`config.mk`:
```
export PLATFORM = sky130hd
export DESIGN_NAME = rotor_param
export DESIGN_NICKNAME = d
export VERILOG_FILES = /design/src/rtl/rotor_param.sv
export SDC_FILE = /design/constraint.sdc
export NUM_CORES = 1
export LEC_CHECK = 0
export CORE_UTILIZATION = 40
export CTS_CLUSTER_DIAMETER = 30
export CTS_CLUSTER_SIZE = 24
export DETAILED_ROUTE_END_ITERATION = 16
export GPL_TIMING_DRIVEN = 1
export PLACE_DENSITY_LB_ADDON = 0.25
export SKIP_CTS_REPAIR_TIMING = 1
export SLEW_MARGIN = 20
export SYNTH_ARGS = -nofsm -noshare
export SYNTH_HDL_FRONTEND = slang
export SYNTH_SLANG_ARGS = --single-unit
```
`constraint.sdc`:
```
create_clock -name clk -period 9.55 [get_ports clk]
set_input_delay 1.91 -clock clk [delete_from_list [all_inputs] [get_ports clk]]
set_output_delay 1.91 -clock clk [all_outputs]
set_load 0.01 [all_outputs]
```
`src/rtl/rotor_param.sv`:
```
// rotor_param: one rotor stage of the Enigma-style cipher datapath.
//
// Holds a permutation table of DEPTH = 2**SYM_W symbols, loaded serially one
// entry per cycle after reset. The stage also answers forward lookups
// (logical_table[fwd_in]) and backward lookups (the index j with
// logical_table[j] == bwd_in). Rotation is never done by moving table
// contents. A rotation offset register is kept instead, and a parallel
// inverse table is filled during load. The inverse table lets backward
// queries run in a single cycle.
//
// Ports:
//   clk        - clock
//   srst_n     - synchronous active-low reset
//   load       - load strobe, one entry per cycle when table_idx == TABLE_ID
//   table_idx  - load target selector
//   code_in    - table entry written by an accepted load
//   load_done  - sticky flag, high once all DEPTH entries are written
//   in_valid   - query/rotate request
//   mode       - 0 = rotate right (off += shift), 1 = rotate left (off -= shift)
//   fwd_in     - forward lookup index
//   bwd_in     - backward lookup value
//   shift_amt  - rotation applied after this request
//   out_valid  - fwd_out/bwd_out valid this cycle (1-cycle latency)
//   fwd_out    - logical_table[fwd_in]
//   bwd_out    - logical inverse of bwd_in
module rotor_param #(
  parameter int SYM_W    = 6,
  parameter int SHIFT_W  = 2,
  parameter int IDX_W    = 2,
  parameter int TABLE_ID = 0
) (
  input  logic               clk,
  input  logic               srst_n,
  input  logic               load,
  input  logic [IDX_W-1:0]   table_idx,
  input  logic [SYM_W-1:0]   code_in,
  output logic               load_done,
  input  logic               in_valid,
  input  logic               mode,
  input  logic [SYM_W-1:0]   fwd_in,
  input  logic [SYM_W-1:0]   bwd_in,
  input  logic [SHIFT_W-1:0] shift_amt,
  output logic               out_valid,
  output logic [SYM_W-1:0]   fwd_out,
  output logic [SYM_W-1:0]   bwd_out
);

  localparam int DEPTH = 2 ** SYM_W;
  localparam logic [SYM_W:0]   LAST_IDX = (SYM_W + 1)'(DEPTH - 1);
  localparam logic [IDX_W-1:0] MY_ID    = IDX_W'(TABLE_ID);

  // Physical tables. They have no reset because they are only read once
  // load_done is set.
  logic [SYM_W-1:0] tbl_mem [DEPTH];
  logic [SYM_W-1:0] inv_mem [DEPTH];

  logic [SYM_W:0]   load_cnt_q, load_cnt_d;
  logic [SYM_W-1:0] off_q, off_d;
  logic             load_done_q, load_done_d;
  logic             out_valid_q;
  logic [SYM_W-1:0] fwd_out_q, bwd_out_q;

  logic             load_acc;
  logic             query_acc;
  logic [SYM_W-1:0] wr_idx;
  logic [SYM_W-1:0] shift_ext;
  logic [SYM_W-1:0] fwd_addr;

  always_comb begin
    load_acc    = load && (table_idx == MY_ID) && !load_done_q;
    // A load accepted in the same cycle wins, and the query is dropped.
    query_acc   = in_valid && load_done_q && !load_acc;
    wr_idx      = load_cnt_q[SYM_W-1:0];
    shift_ext   = SYM_W'(shift_amt);
    // Map the logical index back to a physical slot. Wrap is natural modulo DEPTH.
    fwd_addr    = fwd_in - off_q;

    load_cnt_d  = load_cnt_q;
    load_done_d = load_done_q;
    off_d       = off_q;

    if (load_acc) begin
      load_cnt_d = load_cnt_q + 1'b1;
      if (load_cnt_q == LAST_IDX) begin
        load_done_d = 1'b1;
      end
    end

    // The rotation applies after this request. The lookups below still use off_q.
    if (query_acc) begin
      if (mode) begin
        off_d = off_q - shift_ext;
      end else begin
        off_d = off_q + shift_ext;
      end
    end
  end

  always_ff @(posedge clk) begin
    if (!srst_n) begin
      load_cnt_q  <= '0;
      load_done_q <= 1'b0;
      off_q       <= '0;
    end else begin
      load_cnt_q  <= load_cnt_d;
      load_done_q <= load_done_d;
      off_q       <= off_d;
    end
  end

  // Table writes. The inverse table records where each code was stored.
  always_ff @(posedge clk) begin
    if (load_acc) begin
      tbl_mem[wr_idx]  <= code_in;
      inv_mem[code_in] <= wr_idx;
    end
  end

  // Registered lookups. The outputs are forced to zero whenever no query
  // is accepted.
  always_ff @(posedge clk) begin
    if (!srst_n) begin
      out_valid_q <= 1'b0;
      fwd_out_q   <= '0;
      bwd_out_q   <= '0;
    end else begin
      out_valid_q <= query_acc;
      if (query_acc) begin
        fwd_out_q <= tbl_mem[fwd_addr];
        bwd_out_q <= inv_mem[bwd_in] + off_q;
      end else begin
        fwd_out_q <= '0;
        bwd_out_q <= '0;
      end
    end
  end

  assign load_done = load_done_q;
  assign out_valid = out_valid_q;
  assign fwd_out   = fwd_out_q;
  assign bwd_out   = bwd_out_q;

endmodule
```
==> results of run 1 <==
==> area by class of cell <==
type | count | area share
timing repair buffer | 63 | 0.0142
tap | 1040 | 0.0337
clock inverter | 110 | 0.0388
sequential | 795 | 0.612
multi-input combinational | 585 | 0.194
clock buffer | 180 | 0.105
inverter | 17 | 0.00166
==> synth_stat cells, drive strengths merged, types with 6 or more instances <==
cell and count:
nor2 143, a21oi 9, nand2 22, dfxtp 27, mux2i 15, and2 14
clkbuf 44, xor2 6, a22o 6, inv 16, o21ai 13, nand3 14
mux4 235, nand3b 8, nor2b 6, ha 17, buf 31, xnor2 9
edfxtp 768, mux2 16
==> registers in the layout, indices dropped and copies added, names as in the netlist <==
name	cells
bwd_out	6
load_cnt_q	7
out_valid	1
fwd_out	6
inv_mem	384
tbl_mem	384
load_done	1
off_q	6
==> final timing paths <==
kind                 startpoint            end  slack, ns  cells after the start
setup reg to reg       off_q[1]     fwd_out[5]       4.89                      7
hold / removal    load_cnt_q[6]  load_cnt_q[6]       0.57                      2
setup / recovery      fwd_in[0]     fwd_out[5]       3.90                     10
hold reg to reg   load_cnt_q[6]  load_cnt_q[6]       0.57                      2
==> critical path, cell delays in order <==
cell and delay [ns]:
clkdlybuf4s50_1 0.40, inv_1 0.09, ha_4 0.14, inv_1 0.05, fa_4 1.26, buf_4 0.81
mux4_2 0.46, mux4_2 0.52, mux2_2 0.31, a22o_1 0.23
==> metrics by stage <==
step | setup WS (ns) | area (um2) | hold slack (ns) | power [uW]
finish | 3.90 | 38600 | 0.572 | 9720
CTS | 3.93 | 38600 | 0.576 | 9810
global placement | 3.18 | 33000 | 0.551 | 4160
detailed placement | 3.20 | 33000 | 0.566 | 4170
global route | 3.64 | 38600 | 0.623 | 9980
floorplan | 4.26 | 31400 | 0.475 | 4060
==> power groups by stage <==
| stage | combinational [uW] | sequential [uW] | clock (uW) |
|---|---|---|---|
| after detailed placement | 290 | 3880 | 0 |
| after global placement | 286 | 3880 | 0 |
| after floorplan | 179 | 3880 | 0 |
| after global routing | 305 | 3810 | 5870 |
| final | 284 | 3810 | 5620 |
| after CTS | 291 | 3810 | 5700 |
==> per-layer routing <==
layer | global-route usage | part of all wire
met1 | 0.257 | 0.44
met2 | 0.289 | 0.47
met3 | 0.0527 | 0.070
met4 | 0.0640 | 0.022
met5 | 0 | 0.00018
==> kinds of logic after synthesis <==
group / Yosys count / share of synthesized area
flip-flops: 795 / 0.751
multiplexers: 266 / 0.179
AND/OR/NAND/NOR: 233 / 0.0337
buffers and inverters: 92 / 0.0131
AO/OA/AOI/OAI: 51 / 0.0106
adder cells (fa/ha/maj): 20 / 0.00868
XOR/XNOR: 15 / 0.00418
==> results.toml, run 1 <==
[floorplan]
core_area_um2 = 77600
initial_core_util = 0.405
die_area_um2 = 79700
die_h_um = 282
io_pins = 41
dieWidth_um = 282
fp-row-count = 102

[power_and_ir_drop]
p_comb_frac = 0.029
swShare = 0.208
seqPwrFrac = 0.392
internal-power_uw = 7700
power.switching_uw = 2030
clkPwrFrac = 0.579
peakVddDrop_uv = 226
p_per_area_nw_per_um2 = 252
p_leak_uw = 0.0125

[routing]
vias_per_cell = 5.43
ant_nets = 0
drtIter0Drc = 1328
vias = 15154
drc = 0
wl_per_cell_um = 25.9
dr.pass1.iters = 5
finalWirelength_um = 72200

[timing]
tightest_slew_ns = 0.978
setup_viol = 0
finalHoldViolations = 0
grt_setup_unrepaired = "false"
timing.final.crit_share = 0.591
fin_tns_setup_ns = 0
min_period_ns = 5.65
drv_slew = 0
fin_skew_ns = 0.0268
maxSlewHeadroom = 0.348
max_freq_mhz = 177

[logic_synthesis]
syn_inst = 1472
synth_nets = 1519
synth.distinct_cells = 46
postSynthAreaPerCell_um2 = 21.4
synthArstFlopShare = 0
synth.area.top_cells = "edfxtp_1, mux4_2, dfxtp_1"
netlist_area_um2 = 31400
synth_edf_count = 768
synth_top_area_share = 0.734
synth_ff_type = "edfxtp_1"
ys_seq_area_frac = 0.751
synth.largest_area_cell = "edfxtp_1"
ys_seq_elements = 795
yosys_warnings = 0

[cts]
cts.sinks = 795
clk_transition_reported_paths_ns = 0.05
clock_path_buffers = 3
clock_latency_ns = 0.71
cts_max_level = 4
cts_tree = "done"
cts_buffers = 157
cts-root-buf = "clkbuf_16"

[cells_and_area]
final_common_cell = "edfxtp_1"
multi_input_area_um2 = 7480
nFillCells = 6277
final_cells = 2790
nets = 1666
syn2layout_area_growth_pct = 22.7
seq_area_um2 = 23600
antenna_cells = 0
final_cell_mix = "edfxtp_1, mux4_2, clkbuf_16"
drive_gt1_frac = 0.321
postLayoutCoreUtil = 0.497

[global_route]
grt_pass1_wl_um = 107000
antenna_found_initial = 1
globalRouteOverflowTotal = 0
grt_usage = 0.188
grt_max_degree = 97
grt_pass1_vias = 16023

[worst_setup_path]
worstSetupPathType = "primary input to flip-flop"
worst_setup_path_start_kind = "primary input"
cp_max_fo = 56
crit_arrival_ns = 6.25
cp_data_required_time_ns = 10.15
end_kind = "flip-flop"

[run]
maxCapViolCount = 0

[place]
place_hpwl_um = 42700
gp_congestion = 0.782
dp_cells = 2500
port-buffer-count = 40

[min_path]
hp-class = "flip-flop to flip-flop"

[run_status]
outcome = "finished clean"
Note: power is estimated with default switching activity, not from simulation.
==> inputs of run 2 (changes only) <==
clock period = 5.7 ns   (was 9.55 ns; I/O delays follow)
==> run 2 against run 1 <==
Compared with the run above: flip-flop and latch count unchanged; cell count grew 0.50%; critical path depth grew 4; global-route usage up 0.26 points; power is 65% higher; largest power group unchanged; sequential share of layout area hardly changed; via count up 1.3%; combinational power is 74% higher; highest routed layer is now met4.
==> results.toml, run 2 (synthesis results as in run 1) <==
[cells_and_area]
nets = 1679
final_cell_mix = "edfxtp_1, mux4_2, clkbuf_16"
antenna_cells = 0
top_regs = "inv_mem (384), tbl_mem (384), load_cnt_q (7)"
drive_gt1_frac = 0.324
final_common_cell = "edfxtp_1"
syn2layout_area_growth_pct = 22.7
postLayoutCoreUtil = 0.497

[global_route]
antenna_found_initial = 3
grt_max_degree = 80
grt_pass1_vias = 16154
grt_pass1_wl_um = 109000
globalRouteOverflowTotal = 0
grt_usage = 0.190

[power_and_ir_drop]
internal-power_uw = 12600
swShare = 0.213
seqPwrFrac = 0.398
p_leak_uw = 0.0126
clkPwrFrac = 0.571
p_per_area_nw_per_um2 = 416
peakVddDrop_uv = 283
p_comb_frac = 0.031
finalPower_uw = 16100
power.switching_uw = 3430

[cts]
cts-root-buf = "clkbuf_16"
cts_max_level = 4
cts_tree = "done"
cts_buffers = 154
cts.sinks = 795
clock_path_buffers = 3
clock_latency_ns = 0.72
clk_transition_reported_paths_ns = 0.05

[timing]
setup_viol = 0
finalHoldViolations = 0
max_freq_mhz = 238
drv_slew = 0
fin_skew_ns = 0.0358
fin_tns_setup_ns = 0
tightest_slew_ns = 0.944
timing.final.crit_share = 0.739
min_period_ns = 4.21
maxSlewHeadroom = 0.369
grt_setup_unrepaired = "false"

[worst_setup_path]
regToRegSetupSlack_ns = 1.89
crit_chain = "buf_6, mux4_2, mux4_2, and2_0, a211oi_1, a21oi_1, ha_1, a21o_1, a21oi_1, o21bai_1, a21oi_1, xnor2_1, xnor2_1, nor2_1"
r2r_start = "off_q[1]"
cp_common_cell = "a21oi_1"
critPathMaxStageDelay_ns = 0.59
cp_data_required_time_ns = 6.29
cp_max_fo = 46
worst_setup_path_start_kind = "primary input"
worstSetupPathType = "primary input to flip-flop"
rr_worst_depth = 7
end_kind = "flip-flop"
crit_arrival_ns = 4.80
cp_slowest_cell = "mux4_2"
timing.rr.end = "fwd_out[4]"

[routing]
dr.pass1.iters = 5
finalWirelength_um = 73300
vias_per_cell = 5.48
ant_nets = 0
drc = 0
drtIter0Drc = 1449
wl_per_cell_um = 26.2
vias = 15356

[place]
place_hpwl_um = 44600
gp_congestion = 0.777
port-buffer-count = 40

[floorplan]
die_h_um = 282
die_area_um2 = 79700
initial_core_util = 0.405
fp-row-count = 102
io_pins = 41
core_area_um2 = 77600
dieWidth_um = 282

[min_path]
holdPathStages = 2
hold-path-endpoint = "load_cnt_q[6]"
worstHoldStart = "load_cnt_q[6]"
hp-class = "flip-flop to flip-flop"

[run]
maxCapViolCount = 0

[run_status]
outcome = "finished clean"
-- run 2: worst max-delay path, delay by kind of cell --
family,cells,cell delay [ns]
AO/OA/AOI/OAI,6,1.20
multiplexers,2,1.06
buffers and inverters,1,0.49
adder cells (fa/ha/maj),1,0.31
XOR/XNOR,2,0.30
AND/OR/NAND/NOR,2,0.22
-- run 2: area by class of cell --
class | instances | area (um2)
repair buffers | 79 | 732
well taps | 1040 | 1300
fillers | 6265 | 39000
inverters | 17 | 63.8
clock inverters | 112 | 1390
clock buffers | 176 | 4010
multi-input cells | 585 | 7470
flip-flops and latches | 795 | 23600
-- run 2: per-stage QoR --
stage,cell area (um2),setup slack (ns),hold slack (ns),cells
2_1_floorplan,31400,1.18,0.475,1472
3_3_place_gp,33200,0.709,0.553,2516
3_5_place_dp,33200,0.707,0.569,2516
4_1_cts,38600,1.47,0.579,2804
5_1_grt,38600,1.24,0.603,2804
6_report,38600,1.49,0.578,2804
-- run 2: metal layers --
| layer | GRT usage | share of wire |
|---|---|---|
| met5 | 0 | 0 |
| met4 | 0.0611 | 0.019 |
| met3 | 0.0435 | 0.064 |
| met2 | 0.291 | 0.47 |
| met1 | 0.271 | 0.44 |
-- run 2: how the worst max path moves through the flow --
stage / to / slack [ns] / start
floorplan: bwd_out[5] / 1.18 / bwd_in[0]
global placement: bwd_out[5] / 0.71 / bwd_in[0]
detailed placement: bwd_out[5] / 0.71 / bwd_in[0]
CTS: bwd_out[5] / 1.47 / bwd_in[0]
global route: bwd_out[5] / 1.24 / bwd_in[0]
finish: bwd_out[5] / 1.49 / bwd_in[0]
-- run 2: power groups by stage --
stage | Sequential (uW) | Combinational (uW) | Clock (uW)
after floorplan | 6500 | 301 | 0
after global placement | 6500 | 493 | 0
after detailed placement | 6500 | 500 | 0
after CTS | 6390 | 502 | 9290
after global routing | 6380 | 526 | 9580
final | 6390 | 493 | 9180
